[src/rtl/vcbm_cled_gen.sv]
// vcbm_cled_gen: modulo-N up/down counter with synchronous load, terminal
// count / cascade enable outputs and a sticky wrap/saturation flag.
// Optional feature macro: VCBM_CLED_SAT_EN adds the 'sat' input, which turns
// the terminal-count wrap into a hold at the terminal value.
module vcbm_cled_gen #(
    parameter int WIDTH   = 4,
    parameter int MODULUS = 16
) (
    input  logic             clk,
    input  logic             clr_n,
    input  logic             ce,
    input  logic             up,
    input  logic             L,
    input  logic [WIDTH-1:0] di,
    input  logic             ovf_clr,
`ifdef VCBM_CLED_SAT_EN
    input  logic             sat,
`endif
    output logic [WIDTH-1:0] out,
    output logic             TC,
    output logic             CEO,
    output logic             ovf
);

    // The modulus is held one bit wider than the counter so that
    // MODULUS == 2**WIDTH still compares correctly against load data.
    localparam logic [WIDTH:0]   LP_MOD = (WIDTH+1)'(MODULUS);
    localparam logic [WIDTH-1:0] LP_MAX = WIDTH'(MODULUS - 1);

    logic [WIDTH-1:0] r_out;
    logic             r_ovf;
    logic [WIDTH-1:0] w_outNext;
    logic             w_ovfNext;
    logic [WIDTH-1:0] w_loadVal;
    logic             w_tc;
    logic             w_sat;
    logic             w_event;

`ifdef VCBM_CLED_SAT_EN
    assign w_sat = sat;
`else
    assign w_sat = 1'b0;
`endif

    // Terminal count depends on direction only, so a direction flip moves TC
    // in the same cycle; ce only gates the cascade output.
    always_comb begin
        w_tc = 1'b0;
        if (up) begin
            w_tc = (r_out == LP_MAX);
        end else begin
            w_tc = (r_out == '0);
        end
    end

    // Load data beyond the count range is clamped to the top value, so the
    // counter can never hold an out-of-range value.
    always_comb begin
        w_loadVal = LP_MAX;
        if ({1'b0, di} < LP_MOD) begin
            w_loadVal = di;
        end
    end

    // Next-state selection: load beats counting beats hold. Wrap is decided
    // by the terminal compare, so the +1/-1 below never needs a carry.
    always_comb begin
        w_outNext = r_out;
        w_event   = 1'b0;
        if (L) begin
            w_outNext = w_loadVal;
        end else if (ce) begin
            w_event = w_tc;
            if (w_tc && w_sat) begin
                w_outNext = r_out;
            end else if (up) begin
                w_outNext = w_tc ? '0 : r_out + WIDTH'(1);
            end else begin
                w_outNext = w_tc ? LP_MAX : r_out - WIDTH'(1);
            end
        end
    end

    // Sticky flag: a wrap/saturation event on this edge wins over a clear.
    always_comb begin
        w_ovfNext = r_ovf;
        if (w_event) begin
            w_ovfNext = 1'b1;
        end else if (ovf_clr) begin
            w_ovfNext = 1'b0;
        end
    end

    // Count and flag registers; the asynchronous clear discards everything,
    // including a load that was set up for the coming edge.
    always_ff @(posedge clk or negedge clr_n) begin
        if (!clr_n) begin
            r_out <= '0;
            r_ovf <= 1'b0;
        end else begin
            r_out <= w_outNext;
            r_ovf <= w_ovfNext;
        end
    end

    assign out = r_out;
    assign ovf = r_ovf;
    assign TC  = w_tc;
    assign CEO = ce & w_tc;

endmodule

[config.mk]
export PLATFORM = sky130hd
export DESIGN_NAME = vcbm_cled_gen
export DESIGN_NICKNAME = d
export VERILOG_FILES = /design/src/rtl/vcbm_cled_gen.sv
export SDC_FILE = /design/constraint.sdc
export NUM_CORES = 1
export LEC_CHECK = 0
export ABC_AREA = 1
export CORE_UTILIZATION = 30
export DETAILED_ROUTE_END_ITERATION = 7
export HOLD_SLACK_MARGIN = 0.1
export PLACE_DENSITY_LB_ADDON = 0.15
export SLEW_MARGIN = 10
export SYNTH_ARGS = -nofsm -noshare
export SYNTH_HDL_FRONTEND = slang
export SYNTH_SLANG_ARGS = --single-unit
[constraint.sdc]
create_clock -name clk -period 1.35 [get_ports clk]
set_input_delay 0.27 -clock clk [delete_from_list [all_inputs] [get_ports clk]]
set_output_delay 0.27 -clock clk [all_outputs]
set_load 0.005 [all_outputs]
==> results of run 1 <==
-- critical path, delay by kind of cell (launching register included) --
family | cells | cell delay (ns)
buffers and inverters | 3 | 0.26
AO/OA/AOI/OAI | 1 | 0.15
AND/OR/NAND/NOR | 2 | 0.16
adder cells (fa/ha/maj) | 1 | 0.13
flip-flops | 1 | 0.41
-- cells by family (layout without fill, tap and decap cells) --
kind of cell,after synthesis,after routing
AOI/OAI and AO/OA,9,9
xor gates and xnor gates,1,1
adders and majority gates,2,2
buffers and inverters,11,53
DFF,5,5
and+or+nand+nor,37,37
-- synthesized netlist by cell type --
master / count
buf_6: 1
nand2_2: 1
nand3_1: 4
o21ai_0: 1
a21oi_1: 1
o211ai_1: 1
xor2_1: 1
nand4_1: 1
ha_1: 2
nand2_4: 3
nor2_2: 2
inv_1: 8
o21ai_1: 3
a21boi_2: 1
inv_2: 2
dfrtp_1: 5
o21bai_2: 1
a22oi_1: 1
nor2_1: 6
or2_1: 1
nand2_1: 19
-- placed cells by master, fill, tap and decap left out --
cell and count:
nand2_4 3, nand2_1 17, dlygate4sd2_1 2, nand3_1 3, a21oi_1 1, nor2_1 6, or2_1 1, o21ai_1 3
clkdlybuf4s50_1 9, ha_4 2, nand3_2 1, o211ai_1 1, buf_6 9, nand4_1 1, clkbuf_4 3, nand2_2 3
clkbuf_1 1, o21bai_4 1, a22oi_1 1, clkdlybuf4s15_1 1, buf_2 2, inv_1 5, buf_4 16, o21ai_2 1
inv_2 5, xor2_1 1, nor2_4 2, dfrtp_1 5, a21boi_2 1
-- power groups by stage --
stage	clock network, mW	registers [mW]	logic, mW
6_report	0.175	0.189	0.404
5_1_grt	0.190	0.190	0.445
4_1_cts	0.184	0.187	0.389
3_5_place_dp	0	0.190	0.280
3_3_place_gp	0	0.191	0.279
2_1_floorplan	0	0.195	0.131
-- area by class of cell --
class	instances	area share (%)
Clock buffer	4	2.96
Inverter	10	4.23
Tap cell	15	2.11
Multi-Input combinational cell	49	37.3
Timing Repair Buffer	39	39.3
Sequential cell	5	14.1
-- path summary, 6_finish.rpt --
kind / from / slack (ns) / endpoint / depth (start not counted)
worst max-delay path: out[1]$_DFFE_PN0P_ / -0.29 / CEO / 7
worst min-delay path: clr_n / 0.24 / ovf$_DFFE_PN0P_ / 1
worst max register to register: out[0]$_DFFE_PN0P_ / -0.10 / out[3]$_DFFE_PN0P_ / 11
worst min register to register: ovf$_DFFE_PN0P_ / 0.51 / ovf$_DFFE_PN0P_ / 2
max in group asynchronous: clr_n / 0.92 / out[1]$_DFFE_PN0P_ / 1
min in group clk: ovf$_DFFE_PN0P_ / 0.51 / ovf$_DFFE_PN0P_ / 2
-- routing by layer --
| metal | share of wire (%) | up-vias |
|---|---|---|
| li1 | - | 289 |
| met1 | 43 | 256 |
| met2 | 49 | 21 |
| met3 | 5.7 | 4 |
| met4 | 2.5 | 0 |
| met5 | 0 | - |
-- timing repair --
action,4_1_cts,5_1_grt
pin swaps,8,11
setup buffers,12,4
setup endpoints to repair,10,8
resized for setup,41,5
-- flip-flops by register name (all words and copies together), names as in the netlist --
signal / flops
ovf: 1
out: 4
==> flow_metrics.tcl, run 1 <==
set metrics [dict create \
    drt_iter0_drc 3 \
    cp_slowest_cell "dfrtp_1" \
    firstDrtPassIters 4 \
    synth_area_sq_um 449 \
    antenna_cells 0 \
    fin_util_pct 65.8 \
    ios 17 \
    grt_use_total_pct 20.9 \
    grt-ovfl-total 0 \
    busiest_layer "met2" \
    maxCapViolCount 0 \
    setup_viol_count_final 3 \
    antenna_found_initial 0 \
    htree_levels 1 \
    synth_cells 65 \
    cp_common_cell "inv_2" \
    max-slew-margin-rel_pct 85.0 \
    rsz0062_at_grt "yes" \
    post-route-period-util_pct 121 \
    first_global_vias 512 \
    period_minus_slack_ns 1.64 \
    power_frac_comb_pct 52.6 \
    cts_buffer_depth 2 \
    skew_ns 0.000696 \
    coreArea_sq_mm 0.00135 \
    crit_path_end_kind "primary output" \
    worst_pin_slew_ns 0.225 \
    p_sw_share_pct 34.1 \
    placed_area_sq_um 707 \
    hold_viol 0 \
    synth_top_area_cell "dfrtp_1" \
    placed_cells 107 \
    cts_hold_buf 0 \
    postRouteAntennaNets 0 \
    failed_checks "setup timing" \
    synthXorXnorAreaFrac_pct 1.95 \
    slew_violations 0 \
    syn_area_per_cell_sq_um 6.91 \
    avgRoutedWirePerCell_um 11.3 \
    grt_use_met2_pct 36.9 \
    status "finished, violations left" \
    place_ws_ns -0.557 \
    critPathKind "register to primary output" \
    max_stage_delay_ns 0.41 \
    met1_usage_pct 22.4 \
    cellPowerDensity_mw_per_mm2 864 \
    synthMuxAreaShare_pct 0 \
    die_area_sq_mm 0.00166 \
    p_sw_mw 0.262 \
    cts_sinks 5 \
    clock.fmax_ghz 0.611 \
    clkSlewWorstSetupHoldPaths_ns 0.04 \
    multiInputGateArea_sq_um 332 \
    grt_max_degree 7 \
    p_leak_nw 0.464 \
    max-vdd-ir-drop_v 0.000380 \
    fin_total_pwr_mw 0.768 \
    portBuffers 16 \
    place_hpwl_um 876 \
    cp-start-kind "register" \
    p_int_mw 0.506 \
    via_per_inst 4.67 \
    clk_latency_ns 0.25 \
    fin_setup_tns_ns -0.584 \
    routed_wl_um 1380 \
    synth_top_cell_area_share_pct 27.9 \
    cp_max_fo 3 \
    synthAdderAreaFrac_pct 5.57 \
    cts_tree "built" \
    gp_congestion 0.749 \
    yosys-top-cells-area "dfrtp_1 (28%), nand2_1 (16%), nand2_4 (7.5%)" \
    fp.dieW_um 40.7 \
    drive_gt1_share_pct 45.8 \
    worst_hold_slack_ns 0.244 \
    grt_pass1_wl_um 2170 \
    synth_seq_area_share_pct 27.9 \
    power_frac_seq_pct 24.6 \
    ys_ff_latch 5 \
    synth-simple-area-share_pct 39.8 \
    synth_compound_area_share_pct 13.9 \
    clockRootBuffer "clkbuf_4" \
    synth_warnings 0 \
    worst_slack_ns -0.288 \
    hold_class "input pin to async pin" \
    use_met3_pct 6.52 \
    rows 13 \
    p_clk_share_pct 22.8 \
    die_h_um 40.7 \
    drc 0 \
    yosysUniqueCellTypes 21 \
    vias 570 \
    syn_nets 77 \
    cp_cell_sequence "inv_2 > ha_4 > inv_2 > nor2_4 > nand2_4 > a21boi_2 > buf_2" \
    areaGrowthSynthToFinish_pct 97.8 \
    initial_utilization_pct 33.3 \
    layoutNonFillerInstCount 122 \
    fin_nets 120 \
    seq_area_sq_um 125 \
    arrival_ns 1.37 \
    synth_top_family_by_area "simple AND/OR/NAND/NOR gates" \
    final_area_sq_um 888 \
    fillers 120 \
    critPathRequiredTime_ns 1.08 \
    cts_buffers 3 \
]
Power figures use the tool's default switching activity.
==> run 2, diff against run 1 <==
Settings changed: CELL_PAD_IN_SITES_DETAIL_PLACEMENT set to 1, CELL_PAD_IN_SITES_GLOBAL_PLACEMENT set to 2, CORE_MARGIN set to 2, CORE_UTILIZATION 30 to 21, CTS_CLUSTER_DIAMETER set to 120.
==> run 2 against run 1 <==
Effect of this change:
- largest power group unchanged
- combinational power increased by 3%
- critical path depth stayed put
- final cell count up 11%
- first-iteration DRC count decreased by 67%
- hold slack gained 0.011 ns
- the flow still finishes with violations (setup timing)
- maximum frequency rose by 2.4%
- clock skew is 0.00089 ns higher
- die area rose by 52%
- highest routed layer is now met3
- global-route usage decreased by 7.4 points
==> flow_metrics.tcl, run 2 (same netlist as run 1, synthesis figures left out) <==
set metrics [dict create \
    grt_max_degree 6 \
    avgRoutedWirePerCell_um 11.6 \
    max-slew-margin-rel_pct 84.5 \
    rsz0062_at_grt "yes" \
    status "finished, violations left" \
    via_per_inst 4.14 \
    power_frac_comb_pct 53.7 \
    period_minus_slack_ns 1.60 \
    cellPowerDensity_mw_per_mm2 851 \
    max-vdd-ir-drop_v 0.000691 \
    clkSlewWorstSetupHoldPaths_ns 0.04 \
    grt-ovfl-total 0 \
    p_leak_nw 0.477 \
    grt_use_total_pct 13.5 \
    worst_slack_ns -0.249 \
    crit_path_end_kind "primary output" \
    clockRootBuffer "clkbuf_4" \
    place_hpwl_um 1160 \
    coreArea_sq_mm 0.00198 \
    skew_ns 0.00158 \
    p_int_mw 0.517 \
    antenna_cells 0 \
    cts_buffer_depth 2 \
    ios 17 \
    largest_reg_flops 4 \
    routed_wl_um 1570 \
    placed_area_sq_um 737 \
    critPathKind "register to primary output" \
    p_sw_share_pct 33.3 \
    arrival_ns 1.33 \
    firstDrtPassIters 2 \
    die_h_um 50.3 \
    areaGrowthSynthToFinish_pct 103 \
    drt_iter0_drc 1 \
    antenna_found_initial 0 \
    hold_viol 0 \
    worstReg2RegStart "out[1]$_DFFE_PN0P_" \
    p_clk_share_pct 22.0 \
    cts_tree "built" \
    cp-start-kind "register" \
    maxCapViolCount 0 \
    portBuffers 16 \
    die_area_sq_mm 0.00253 \
    gp_congestion 0.761 \
    hold_class "input pin to async pin" \
    final_cell_mix "nand2_1 (17), buf_4 (17), clkdlybuf4s50_1 (8), buf_6 (7), nor2_1 (6)" \
    worst_pin_slew_ns 0.231 \
    power_frac_seq_pct 24.3 \
    first_global_vias 578 \
    postRouteAntennaNets 0 \
    post-route-period-util_pct 118 \
    cp_max_fo 3 \
    place_ws_ns -0.619 \
    final_area_sq_um 912 \
    clk_latency_ns 0.24 \
    fp.dieW_um 50.3 \
    drive_gt1_share_pct 44.4 \
    htree_levels 1 \
    cts_sinks 5 \
    vias 559 \
    slew_violations 0 \
    grt_pass1_wl_um 2550 \
    critPathRequiredTime_ns 1.08 \
    drc 0 \
    critPathLaunch "out[0]$_DFFE_PN0P_" \
    setup_viol_count_final 6 \
    initial_utilization_pct 22.7 \
    cts_buffers 3 \
    rows 16 \
    p_sw_mw 0.258 \
    fin_nets 121 \
    cts_hold_buf 0 \
    clock.fmax_ghz 0.626 \
    failed_checks "setup timing" \
]
[run 2: layout make-up]
class                           count  area, sq um
Fill cell                         240         1070
Clock buffer                        4         26.3
Timing Repair Buffer               40          365
Sequential cell                     5          126
Inverter                           10         37.5
Tap cell                           27         33.8
Multi-Input combinational cell     49          323
[run 2: per-layer routing]
| layer | GRT usage, % | vias up | routed length (um) |
|---|---|---|---|
| met5 | 0 | - | 0 |
| met4 | 2.78 | 0 | 0 |
| met3 | 1.19 | 0 | 43 |
| met2 | 27.9 | 8 | 937 |
| met1 | 14.5 | 263 | 586 |
| li1 | - | 288 | - |
[run 2: final timing paths]
kind / to / slack (ns) / cells past startpoint
min in group clk: ovf$_DFFE_PN0P_ / 0.52 / 2
hold / removal: ovf$_DFFE_PN0P_ / 0.26 / 1
setup / recovery: CEO / -0.25 / 7
max in group asynchronous: out[2]$_DFFE_PN0P_ / 0.88 / 1
setup reg to reg: out[3]$_DFFE_PN0P_ / -0.14 / 11
hold reg to reg: ovf$_DFFE_PN0P_ / 0.52 / 2
[run 2: power groups by stage]
stage / sequential (mW) / combinational [mW] / clock, mW
4_1_cts: 0.188 / 0.406 / 0.181
3_5_place_dp: 0.192 / 0.301 / 0
5_1_grt: 0.191 / 0.454 / 0.188
2_1_floorplan: 0.195 / 0.131 / 0
3_3_place_gp: 0.192 / 0.296 / 0
6_report: 0.189 / 0.416 / 0.171
[run 2: through the flow]
step | util, % | TNS [ns] | power, mW | hold slack (ns) | cells
6_report | 46.0 | -0.843 | 0.776 | 0.255 | 135
5_1_grt | 46.0 | -1.21 | 0.833 | 0.264 | 135
4_1_cts | 44.9 | -0.723 | 0.774 | 0.257 | 133
3_5_place_dp | 37.2 | -1.75 | 0.493 | 0.509 | 121
3_3_place_gp | 37.2 | -1.57 | 0.488 | 0.509 | 121
2_1_floorplan | - | 0 | 0.326 | -0.0256 | 65
[run 2: critical path: stages, from the launching register on]
cell	delay (ns)
dfrtp_1	0.41
inv_2	0.09
ha_4	0.13
inv_2	0.04
nor2_4	0.09
nand2_4	0.07
a21boi_2	0.14
buf_2	0.13
[run 2: what timing repair did]
action,in CTS,in global routing
setup buffers,8,2
setup endpoints to repair,9,8
hold endpoints to repair,0,0
resized for setup,35,4
pin swaps,8,5
